## config.mk

```make
export PLATFORM = sky130hd
export DESIGN_NAME = bt656_tx_stream
export DESIGN_NICKNAME = d
export VERILOG_FILES = /design/src/rtl/bt656_tx_stream.sv
export SDC_FILE = /design/constraint.sdc
export NUM_CORES = 1
export LEC_CHECK = 0
export CORE_ASPECT_RATIO = 1.5
export CORE_UTILIZATION = 35
export CTS_BUF_LIST = sky130_fd_sc_hd__clkbuf_8 sky130_fd_sc_hd__clkbuf_16
export CTS_CLUSTER_SIZE = 20
export DETAILED_ROUTE_END_ITERATION = 8
export GPL_TIMING_DRIVEN = 0
export SETUP_SLACK_MARGIN = 0.02
export SLEW_MARGIN = 25
export SYNTH_ARGS = -nofsm -noshare
export SYNTH_HDL_FRONTEND = slang
export SYNTH_SLANG_ARGS = --single-unit
```

## constraint.sdc

```tcl
create_clock -name i_SysClock -period 3.4 [get_ports i_SysClock]
set_input_delay 0.68 -clock i_SysClock [delete_from_list [all_inputs] [get_ports i_SysClock]]
set_output_delay 0.68 -clock i_SysClock [all_outputs]
set_load 0.005 [all_outputs]
```

## src/rtl/bt656_tx_stream.sv

```systemverilog
// BT.656 / 10-bit ITU-R 656 transmitter: 4:2:2 words in, byte slots with EAV/SAV codes and blanking out.
// Define BT656_TX_PATTERN_EN to add i_PatternEn and the built-in luma ramp test pattern.
module bt656_tx_stream #(
    parameter int DATA_W      = 8,
    parameter int HACT_BYTES  = 1440,
    parameter int HBLK_BYTES  = 276,
    parameter int VACT_F1     = 240,
    parameter int VBLK_F1_TOP = 18,
    parameter int VBLK_F1_BOT = 4,
    parameter int VACT_F2     = 240,
    parameter int VBLK_F2_TOP = 18,
    parameter int VBLK_F2_BOT = 5
) (
    input  logic                i_SysClock,
    input  logic                i_ResetN,
    input  logic                i_PixelEn,
    input  logic                i_TxEnable,
    input  logic                i_InterlaceMode,
    input  logic                i_FirstField,
    input  logic                i_PixValid,
    output logic                o_PixReady,
    input  logic [4*DATA_W-1:0] i_PixData,
    input  logic                i_UnderflowClr,
`ifdef BT656_TX_PATTERN_EN
    input  logic                i_PatternEn,
`endif
    output logic [DATA_W-1:0]   o_Data,
    output logic                o_DataValid,
    output logic                o_Hsignal,
    output logic                o_Vsignal,
    output logic                o_Fsignal,
    output logic                o_Underflow
);

    localparam int LINE_BYTES = HBLK_BYTES + HACT_BYTES;
    localparam int F1_LINES   = VBLK_F1_TOP + VACT_F1 + VBLK_F1_BOT;
    localparam int F2_LINES   = VBLK_F2_TOP + VACT_F2 + VBLK_F2_BOT;
    localparam int MAX_LINES  = (F1_LINES > F2_LINES) ? F1_LINES : F2_LINES;
    localparam int HW         = $clog2(LINE_BYTES);
    localparam int LW         = $clog2(MAX_LINES + 1);
    localparam int SH         = DATA_W - 8;

    localparam logic [HW-1:0] H_LAST    = HW'(LINE_BYTES - 1);
    localparam logic [HW-1:0] H_EAV_END = HW'(4);
    localparam logic [HW-1:0] H_SAV     = HW'(HBLK_BYTES - 4);
    localparam logic [HW-1:0] H_ACT     = HW'(HBLK_BYTES);

    localparam logic [LW-1:0] F1_TOP_L  = LW'(VBLK_F1_TOP);
    localparam logic [LW-1:0] F1_AEND_L = LW'(VBLK_F1_TOP + VACT_F1);
    localparam logic [LW-1:0] F1_LAST_L = LW'(F1_LINES - 1);
    localparam logic [LW-1:0] F2_TOP_L  = LW'(VBLK_F2_TOP);
    localparam logic [LW-1:0] F2_AEND_L = LW'(VBLK_F2_TOP + VACT_F2);
    localparam logic [LW-1:0] F2_LAST_L = LW'(F2_LINES - 1);

    localparam logic [DATA_W-1:0]   C_C        = DATA_W'(8'h80) << SH;
    localparam logic [DATA_W-1:0]   C_Y        = DATA_W'(8'h10) << SH;
    localparam logic [4*DATA_W-1:0] BLANK_WORD = {C_C, C_Y, C_C, C_Y};

    typedef enum logic {
        ST_IDLE,
        ST_RUN
    } state_t;

    state_t state_q, state_d;

    logic [HW-1:0]       h_q;
    logic [LW-1:0]       line_q;
    logic                f_q;
    logic                ilace_q;
    logic [4*DATA_W-1:0] hold_q;
    logic                hold_full_q;
    logic [4*DATA_W-1:0] shift_q;

    logic [LW-1:0]       top_l, aend_l, last_l;
    logic                v_bit, h_bit;
    logic [1:0]          k;
    logic                in_code, in_act, grp_first, field_end;
    logic                grp_strobe, pat_on, unload, uf_set, take;
    logic [7:0]          xy8;
    logic [DATA_W-1:0]   xy_w, slot_data;
    logic [4*DATA_W-1:0] grp_word;

    // Field 2 geometry applies only to the F=1 field of an interlaced raster.
    always_comb begin
        top_l  = F1_TOP_L;
        aend_l = F1_AEND_L;
        last_l = F1_LAST_L;
        if (ilace_q && f_q) begin
            top_l  = F2_TOP_L;
            aend_l = F2_AEND_L;
            last_l = F2_LAST_L;
        end
    end

    assign v_bit     = (line_q < top_l) || (line_q >= aend_l);
    assign h_bit     = (h_q < H_SAV);
    assign k         = h_q[1:0];
    assign in_code   = (h_q < H_EAV_END) || ((h_q >= H_SAV) && (h_q < H_ACT));
    assign in_act    = (h_q >= H_ACT);
    assign grp_first = in_act && !v_bit && (k == 2'd0);
    assign field_end = (h_q == H_LAST) && (line_q == last_l);
    assign xy8       = {1'b1, f_q, v_bit, h_bit, v_bit ^ h_bit, f_q ^ h_bit, f_q ^ v_bit, f_q ^ v_bit ^ h_bit};
    assign xy_w      = DATA_W'(xy8) << SH;

    // Strict valid/ready: a word transfers on any clock with i_PixValid && o_PixReady and valid
    // must hold until then. Ready drops while the hold register is full and on every group-unload strobe.
    assign grp_strobe = i_PixelEn && (state_q == ST_RUN) && grp_first;
    assign unload     = grp_strobe && hold_full_q && !pat_on;
    assign uf_set     = grp_strobe && !hold_full_q && !pat_on;
    assign o_PixReady = !hold_full_q && !grp_strobe && !pat_on;
    assign take       = i_PixValid && o_PixReady;

`ifdef BT656_TX_PATTERN_EN
    logic [HW-1:0]     act_off;
    logic [DATA_W-1:0] pat_y;
    assign act_off = h_q - H_ACT;
    assign pat_y   = DATA_W'(8'(act_off >> 2)) << SH;
    assign pat_on  = i_PatternEn;
`else
    assign pat_on  = 1'b0;
`endif

    always_comb begin
        grp_word = hold_full_q ? hold_q : BLANK_WORD;
`ifdef BT656_TX_PATTERN_EN
        if (i_PatternEn) grp_word = {C_C, pat_y, C_C, pat_y};
`endif
    end

    // Slot 0 of a group comes straight from the word being unloaded; slots 1..3 from the shift copy.
    always_comb begin
        slot_data = h_q[0] ? C_Y : C_C;
        if (in_code) begin
            case (k)
                2'd0:    slot_data = '1;
                2'd3:    slot_data = xy_w;
                default: slot_data = '0;
            endcase
        end else if (in_act && !v_bit) begin
            case (k)
                2'd0:    slot_data = grp_word[4*DATA_W-1 -: DATA_W];
                2'd1:    slot_data = shift_q[3*DATA_W-1 -: DATA_W];
                2'd2:    slot_data = shift_q[2*DATA_W-1 -: DATA_W];
                default: slot_data = shift_q[DATA_W-1:0];
            endcase
        end
    end

    always_comb begin
        state_d = state_q;
        case (state_q)
            ST_IDLE: if (i_PixelEn && i_TxEnable) state_d = ST_RUN;
            ST_RUN:  if (i_PixelEn && field_end && !i_TxEnable) state_d = ST_IDLE;
            default: state_d = ST_IDLE;
        endcase
    end

    always_ff @(posedge i_SysClock or negedge i_ResetN) begin
        if (!i_ResetN) begin
            state_q     <= ST_IDLE;
            h_q         <= '0;
            line_q      <= '0;
            f_q         <= 1'b0;
            ilace_q     <= 1'b0;
            hold_q      <= '0;
            hold_full_q <= 1'b0;
            shift_q     <= '0;
            o_Data      <= '0;
            o_DataValid <= 1'b0;
            o_Hsignal   <= 1'b1;
            o_Vsignal   <= 1'b1;
            o_Fsignal   <= 1'b0;
            o_Underflow <= 1'b0;
        end else begin
            state_q     <= state_d;
            o_DataValid <= i_PixelEn;
            if (i_PixelEn) begin
                if (state_q == ST_RUN) begin
                    o_Data    <= slot_data;
                    o_Hsignal <= h_bit;
                    o_Vsignal <= v_bit;
                    o_Fsignal <= f_q;
                    if (grp_strobe) shift_q <= grp_word;
                    if (h_q == H_LAST) begin
                        h_q <= '0;
                        if (line_q == last_l) begin
                            line_q <= '0;
                            f_q    <= f_q ^ ilace_q;
                        end else begin
                            line_q <= line_q + 1'b1;
                        end
                    end else begin
                        h_q <= h_q + 1'b1;
                    end
                end else begin
                    o_Data    <= '0;
                    o_Hsignal <= 1'b1;
                    o_Vsignal <= 1'b1;
                    o_Fsignal <= 1'b0;
                    if (i_TxEnable) begin
                        h_q     <= '0;
                        line_q  <= '0;
                        ilace_q <= i_InterlaceMode;
                        f_q     <= i_InterlaceMode & i_FirstField;
                    end
                end
            end
            if (unload) begin
                hold_full_q <= 1'b0;
            end else if (take) begin
                hold_q      <= i_PixData;
                hold_full_q <= 1'b1;
            end
            if (uf_set) begin
                o_Underflow <= 1'b1;
            end else if (i_UnderflowClr) begin
                o_Underflow <= 1'b0;
            end
        end
    end

endmodule

```

==> metrics.cfg <==
[sta]
fmax_mhz = 308
final.setup.tns_ns = 0
tightest_slew_ns = 0.840
drv_slew = 0
setup_slack_ns = 0.156
fin_crit_sh_pct = 95.4
slew_headroom_pct = 44.0
finClkSkew_ns = 0.00741
finalSetupViolCount = 0
hold_violations = 0
fin_crit_ns = 3.24
rsz0062_at_grt = no
timing.hold.ws_ns = 0.242

[layout]
final_cells = 661
n_fill_cell = 1185
final_cell_mix = 91 x dfrtp_1, 71 x nand2_1, 52 x clkdlybuf4s50_1
diodes = 0
area_growth_syn_to_layout_pct = 24.4
layout_commonest_cell = dfrtp_1
seqCellArea_um2 = 2330
multi_input_area_um2 = 1960
utilization_pct = 44.7
fin_nets = 547
stdcell_area_um2 = 5560
layout-drive-gt1-share_pct = 14.1

[critical_path]
r2r_start = line_q[5]
path_depth = 7
critical_path.max_fanout = 7
r2r_cells = 8
crit_chain = nor3_1 > nand4b_1 > and2_1 > buf_2 > nand4b_4 > nor2b_1 > clkdlybuf4s50_1
setup.worst_path.end_class = primary output
crit_start = line_q[5]
crit_arrival_ns = 2.56
worstSetupPathType = flip-flop to primary output
slowest_stage = clkdlybuf4s50_1
max_stage_delay_ns = 0.46
critPathRequiredTime_ns = 2.72
ff2ff_setup_slack_ns = 0.79
r2r-end = hold_q[9]
startpoint_type = flip-flop
cp_top_family = simple AND/OR/NAND/NOR gates
path_buf_inv = 2

[worst_hold_path]
hold_class = primary input to asynchronous set/reset pin

[routing]
drc_errors = 0
viasPerCell = 5.12
wl_per_cell_um = 15.6
dr_total_vias = 3385
drtIter0Drc = 148
firstDrtPassIters = 4
postRouteAntennaNets = 0
finalWirelength_mm = 10.3

[clock_tree]
clock_latency_ns = 0.35
postCtsSetupRepairBufs = 0
cts_buffers = 9
cts-root-buf = clkbuf_16
cts_buffer_depth = 2
htree_num_levels = 3
numClockSinks = 93
holdBufCountCts = 0
clk_pin_slew_ns = 0.07
postCtsResizedCells = 0
tritoncts = built

[logic_synthesis]
ys_seq_area_share_pct = 52.1
mappedNetlistArea_um2 = 4470
ys_ff_latch = 93
synthFlopType = dfrtp_1
async_flop_share_pct = 100
synth_area_per_cell_um2 = 10.3
syn-num-nets = 482
synth_edf_count = 0
synthCells = 436
synth_cell_types = 57
ys_warn_count = 0

[placement]
dp_cells = 646
hpwl_mm = 7.84
placed_cell_area_um2 = 5230
io_buffer_count = 53
dpl_worst_slack_ns = 0.220
globalplace.congestion = 0.801

[die]
die_h_um = 140
core_area_um2 = 12400
row_count = 50
die_area_um2 = 13200
die_x_um = 94.3
initial_core_util_pct = 35.9
ios = 54

[power_and_ir_drop]
switching_share_pct = 26.7
p_switching_uw = 811
power_mw = 3.03
vdd_drop_max_mv = 0.447
power_frac_clock_pct = 37.7
p_comb_share_pct = 19.5
p_int_mw = 2.22
p_seq_share_pct = 42.8
leakage_nw = 2.43
p_per_area_nw_per_um2 = 546

[global_route]
grt_pass1_vias = 3609
antenna_found_initial = 0
grt.total_usage_pct = 17.3
grt-ovfl-total = 0
grt_first_pass_wirelength_mm = 17.6
grt_start_max_net_pins = 52

[outcome]
outcome = complete, no violations

[job]
drv_cap = 0

-- worst max path at each step --
| stage | to | slack, ns |
|---|---|---|
| global placement | hold_q[3] | -1.87 |
| CTS | o_PixReady | 0.13 |
| finish | o_PixReady | 0.16 |
| floorplan | hold_q[10] | 1.20 |
| global route | o_PixReady | 0.03 |
| detailed placement | o_PixReady | 0.22 |
-- cell type report --
type	count	area share, %
plain buffers	27	2.36
clock buffers	9	4.05
clock inverters	6	2.00
inverters	13	0.877
multi-input cells	303	35.3
flip-flops and latches	93	41.9
well taps	156	3.51
repair buffers	54	10.1
-- power groups by stage --
stage | combinational, mW | sequential, mW | clock, mW
2_1_floorplan | 0.366 | 1.29 | 0
3_3_place_gp | 0.580 | 1.32 | 0
3_5_place_dp | 0.591 | 1.32 | 0
4_1_cts | 0.597 | 1.30 | 1.17
5_1_grt | 0.653 | 1.31 | 1.22
6_report | 0.591 | 1.30 | 1.15
-- state kept, by name, indices dropped and copies added, names as in the netlist, 8 cells and up --
name and flops:
line_q 9, h_q 11, o_Data 8, shift_q 24, hold_q 32
-- synth_stat cells (2+ instances only) --
cell,n,area share (%)
buf_4,3,0.50
nand3b_1,2,0.34
nand2_1,71,6.0
and3_1,4,0.56
nor2_1,27,2.3
ha_1,6,1.7
or3_1,3,0.42
xor2_1,9,1.8
o31ai_1,3,0.50
nor3_1,5,0.56
clkbuf_1,18,1.5
dfstp_2,2,1.2
nand3_1,14,1.6
buf_6,2,0.50
nor2b_1,5,0.70
a221oi_1,5,0.98
nand2b_1,3,0.42
a22oi_1,2,0.34
a222oi_1,3,0.67
o32ai_1,4,0.78
o21a_1,2,0.34
a21o_1,3,0.50
o2bb2ai_1,2,0.39
dfrtp_1,91,51
mux2_2,34,8.6
inv_1,12,1.0
buf_2,3,0.34
a2bb2oi_1,6,1.2
and2_1,4,0.56
mux2i_1,2,0.45
a21oi_1,17,1.9
xnor2_1,5,0.98
o21ai_0,40,4.5
-- kinds of logic after synthesis --
| kind of cell | count (synthesis) | share of synthesized area, % |
|---|---|---|
| muxes | 36 | 9.01 |
| DFF | 93 | 52.1 |
| buffers and inverters | 40 | 4.03 |
| xor gates and xnor gates | 14 | 2.74 |
| and+or+nand+nor | 151 | 16.5 |
| AOI/OAI and AO/OA | 96 | 14.0 |
| adders and majority gates | 6 | 1.68 |
-- metal layers --
metal / wire (um) / track usage [%] / vias up
met1: 4040 / 18.9 / 1631
met5: 0 / 0 / -
met3: 261 / 2.28 / 28
li1: - / - / 1656
met4: 456 / 10.2 / 0
met2: 5560 / 31.2 / 70
Power figures use the tool's default switching activity.
==> variant 1 (config.mk and constraints unchanged) <==
The parameter `VBLK_F2_TOP` goes from 18 to 9.
--- a/src/rtl/bt656_tx_stream.sv
+++ b/src/rtl/bt656_tx_stream.sv
@@ -10,3 +10,3 @@
     parameter int VACT_F2     = 240,
-    parameter int VBLK_F2_TOP = 18,
+    parameter int VBLK_F2_TOP = 9,
     parameter int VBLK_F2_BOT = 5
Function: no difference found for any inputs over 10 cycles, from zero or initial values and one cycle with i_ResetN low; that may be too few to reach the edited logic, so the function may still have changed.
==> variant 1 against the original RTL <==
The flow now finishes with violations (design-rule violations, negative setup slack). Wire length grew 16%. Worst setup slack got worse by 0.28 ns. Synthesized cell count up 6.2%. Area after synthesis rose by 7.4%. First-iteration DRC count increased by 90%. Core utilization up 0.91 points. Hold slack worse by 0.067 ns. Sequential cell count is the same. Via count rose by 12%. Total power up 2.2%. Cell area is 10% higher. Clock power up 11%.
==> variant 1: results (changes against the original RTL) <==
status: "finished, violations left"
violations: "design-rule violations, negative setup slack"
fin_skew_ns: 0.00550  # -0.00191 ns
flops_and_latches: 93  # unchanged
buffer_area_share_pct: 12.7  # +0.28 points
vias: 3801  # +12%
drt_wl_total_um: 12000  # +16%
synthTopCellsByCount: "dfrtp_1 (91), o21ai_0 (68), nand2_1 (50)"
vdd_ir_drop_max_uv: 282  # -37%
met2WireLength_um: 6520  # +17%
n_fill_cell: 1263  # +6.6%
p_seq_share_pct: 41.5  # -1.3 points
synthMuxAreaShare_pct: 10.1  # +1.0 points
grt_pass1_wl_um: 20000  # +14%
dpl_cell_area_um2: 5570  # +6.5%
multi_input_area_share_pct: 38.9  # +3.6 points
clk_share_pct: 6.17  # +0.12 points
die_w_um: 97.7  # +3.6%
setup_ws_ns: -0.119  # -0.276 ns
fin_nets: 592  # +8.2%
inverters: 15  # +2
numCtsBuffers: 9  # unchanged
synth_adder_area_share_pct: 3.65  # +2.0 points
first_pass_iters: 6  # +2
drc: 6  # +6
grtUsageMet2_pct: 32.6  # +1.5 points
synth_cells: 463  # +6.2%
met3RoutedLength_um: 361  # +38%
dp_worst_setup_slack_ns: -0.588  # -0.808 ns
wire_per_inst_um: 17.0  # +8.6%
slew_headroom_pct: 49.8  # +5.8 points
grt_max_degree: 72  # +38%
grt_pass1_vias: 3957  # +9.6%
crit_fanout: 5  # -2
buffers: 91  # +12%
dp.cells: 679  # +5.1%
yosys.cell_types.count: 61  # +7.0%
comb.multi_input.count: 328  # +8.3%
regArea_um2: 2330  # about the same
n_clock_buffer: 10  # +1
hpwl_um: 8810  # +12%
yosys-top-cells-area: "dfrtp_1 (47%), mux2_4 (9.4%), o21ai_0 (7.1%)"
place_congestion: 0.815  # +1.7%
synthesis.nets: 517  # +7.3%
met1_usage_pct: 19.8  # +0.89 points
p_comb_mw: 0.534  # -9.6%
setup_viol: 1  # +1
drive_above_1_share_pct: 17.3  # +3.3 points
sw_frac_of_total_pct: 26.7  # -0.064 points
fin_tns_setup_ns: -0.119  # -0.119 ns
## variant 1: final timing paths
check	startpoint	to	slack, ns	cells past startpoint
hold reg to reg	o_Data[6]	o_Data[6]	0.50	1
max in group asynchronous	i_ResetN	o_Vsignal	2.55	2
setup reg to reg	ilace_q	hold_q[26]	0.27	12
hold / removal	i_ResetN	h_q[5]	0.18	1
min in group i_SysClock	o_Data[6]	o_Data[6]	0.50	1
setup / recovery	ilace_q	o_PixReady	-0.12	10
## variant 1: timing repair
item / in CTS / in global routing
gates resized for setup: 26 / 2
endpoints found under the setup margin: 1 / 1
pin swaps: 7 / 1
hold buffers: 0 / 0
setup buffers: 10 / 1
## variant 1: worst max-delay path, stage by stage, from the launching register on
cell and delay (ns):
dfrtp_1 0.42, buf_6 0.13, ha_4 0.15, inv_6 0.05
ha_4 0.28, nor2_2 0.04, o311a_1 0.36, or4_4 0.54
or2_4 0.26, and2_4 0.16, buf_6 0.11
==> variant 2 (same settings) <==
Made on the original files. Register the output `o_Underflow` once more, cleared by the reset; this adds one clock of latency there. The other outputs are not delayed to match.
--- a/src/rtl/bt656_tx_stream.sv
+++ b/src/rtl/bt656_tx_stream.sv
@@ -63,2 +63,4 @@
 
+    logic o_Underflow_s0;
+
     state_t state_q, state_d;
@@ -172,3 +174,3 @@
             o_Fsignal   <= 1'b0;
-            o_Underflow <= 1'b0;
+            o_Underflow_s0 <= 1'b0;
         end else begin
@@ -214,5 +216,5 @@
             if (uf_set) begin
-                o_Underflow <= 1'b1;
+                o_Underflow_s0 <= 1'b1;
             end else if (i_UnderflowClr) begin
-                o_Underflow <= 1'b0;
+                o_Underflow_s0 <= 1'b0;
             end
@@ -221,2 +223,10 @@
 
+    always_ff @(posedge i_SysClock or negedge i_ResetN) begin
+        if (!i_ResetN) begin
+            o_Underflow <= '0;
+        end else begin
+            o_Underflow <= o_Underflow_s0;
+        end
+    end
+
 endmodule
Check against the original RTL: no difference found for any inputs over 10 cycles, from zero or initial values and one cycle with i_ResetN low; that may be too few to reach the edited logic, so the function may still have changed.
==> variant 2 against the original RTL <==
Sequential cell count rose by 1. Cell area fell by 0.18%. Hold slack gained 0.017 ns. Total power down 5.1%. Worst setup slack improved by 0.025 ns. Wire length down 2.4%. Critical path type unchanged. Area after synthesis is 0.56% higher. Critical path depth grew 1.
==> variant 2: results (changes against the original RTL) <==
status: "completed"
grt_pass1_vias: 3532  # -2.1%
synthMuxAreaShare_pct: 8.96  # -0.050 points
wire_per_inst_um: 15.2  # -2.7%
buffer_area_share_pct: 12.5  # +0.067 points
synthTopCellsByCount: "dfrtp_1 (92), nand2_1 (71), o21ai_0 (40)"
worstReg2RegStart: "line_q[3]"
clk_share_pct: 5.21  # -0.85 points
pwr-share-clk_pct: 34.1  # -3.6 points
power_frac_comb_pct: 20.4  # +0.9 points
grtUsageMet2_pct: 29.8  # -1.3 points
track_usage_pct: 16.7  # -0.58 points
place_congestion: 0.803  # +0.25%
rr_endpoint: "hold_q[9]"
comb.multi_input.count: 303  # unchanged
dpl_cell_area_um2: 5250  # +0.48%
crit_fanout: 9  # +2
clock_power_mw: 0.983  # -15%
drtIter0Drc: 144  # -2.7%
fin_nets: 548  # +0.18%
drt_wl_total_um: 10100  # -2.4%
finish.instance_area_um2: 5550  # -0.18%
p_int_mw: 2.03  # -8.6%
hpwl_um: 7720  # -1.5%
multi_input_area_share_pct: 35.5  # +0.24 points
vdd_ir_drop_max_uv: 226  # -50%
synth_compound_area_share_pct: 13.9  # -0.078 points
dp.cells: 647  # +0.15%
worst-setup-path-type: "reg2out"
fin_skew_ns: 0.0104  # +0.00295 ns
synthesis.nets: 483  # +0.21%
yosys-top-cells-area: "dfrtp_1 (51%), mux2_2 (8.5%), nand2_1 (5.9%)"
vias: 3384  # -0.030%
worst_slew_pin_slew_ns: 0.790  # -0.0504 ns
synth_adder_area_share_pct: 1.67  # -0.0093 points
cp.arrival_ns: 2.54  # -0.02 ns
synth_xor_area_share_pct: 2.73  # -0.015 points
met3_usage_pct: 3.51  # +1.2 points
reg2reg_depth: 9  # +1
n_fill_cell: 1230  # +3.8%
dp_worst_setup_slack_ns: 0.213  # -0.00733 ns
met1_usage_pct: 18.9  # -0.055 points
cts_sinks: 94  # +1.1%
first_pass_iters: 5  # +1
grt_max_degree: 50  # -3.8%
r2r_setup_slack_ns: 0.84  # +0.05 ns
seq-cell-share_pct: 42.4  # +0.53 points
drive_above_1_share_pct: 14.6  # +0.54 points
variant 2: layer usage:
metal  share of wire, %  vias up
met2                 53       78
met1                 40     1617
met5                  0        -
met4                3.8        0
li1                   -     1659
met3                3.4       30
variant 2: worst min path at each step:
| stage | slack (ns) | cells past startpoint | to | from |
|---|---|---|---|---|
| after floorplan | 0.35 | 0 | o_Underflow | o_Underflow_s0 |
| after global placement | 0.37 | 0 | o_Underflow | o_Underflow_s0 |
| after detailed placement | 0.38 | 0 | o_Underflow | o_Underflow_s0 |
| after CTS | 0.28 | 1 | h_q[7] | i_ResetN |
| after global routing | 0.29 | 1 | h_q[7] | i_ResetN |
| final | 0.26 | 1 | h_q[5] | i_ResetN |
variant 2: critical path, stage by stage, from the launching register on:
cell             delay (ns)
dfrtp_1                0.36
clkbuf_1               0.20
o31ai_1                0.30
a21o_1                 0.17
and2_1                 0.12
clkbuf_4               0.18
nand4b_4               0.19
nor2b_1                0.15
clkdlybuf4s50_1        0.52
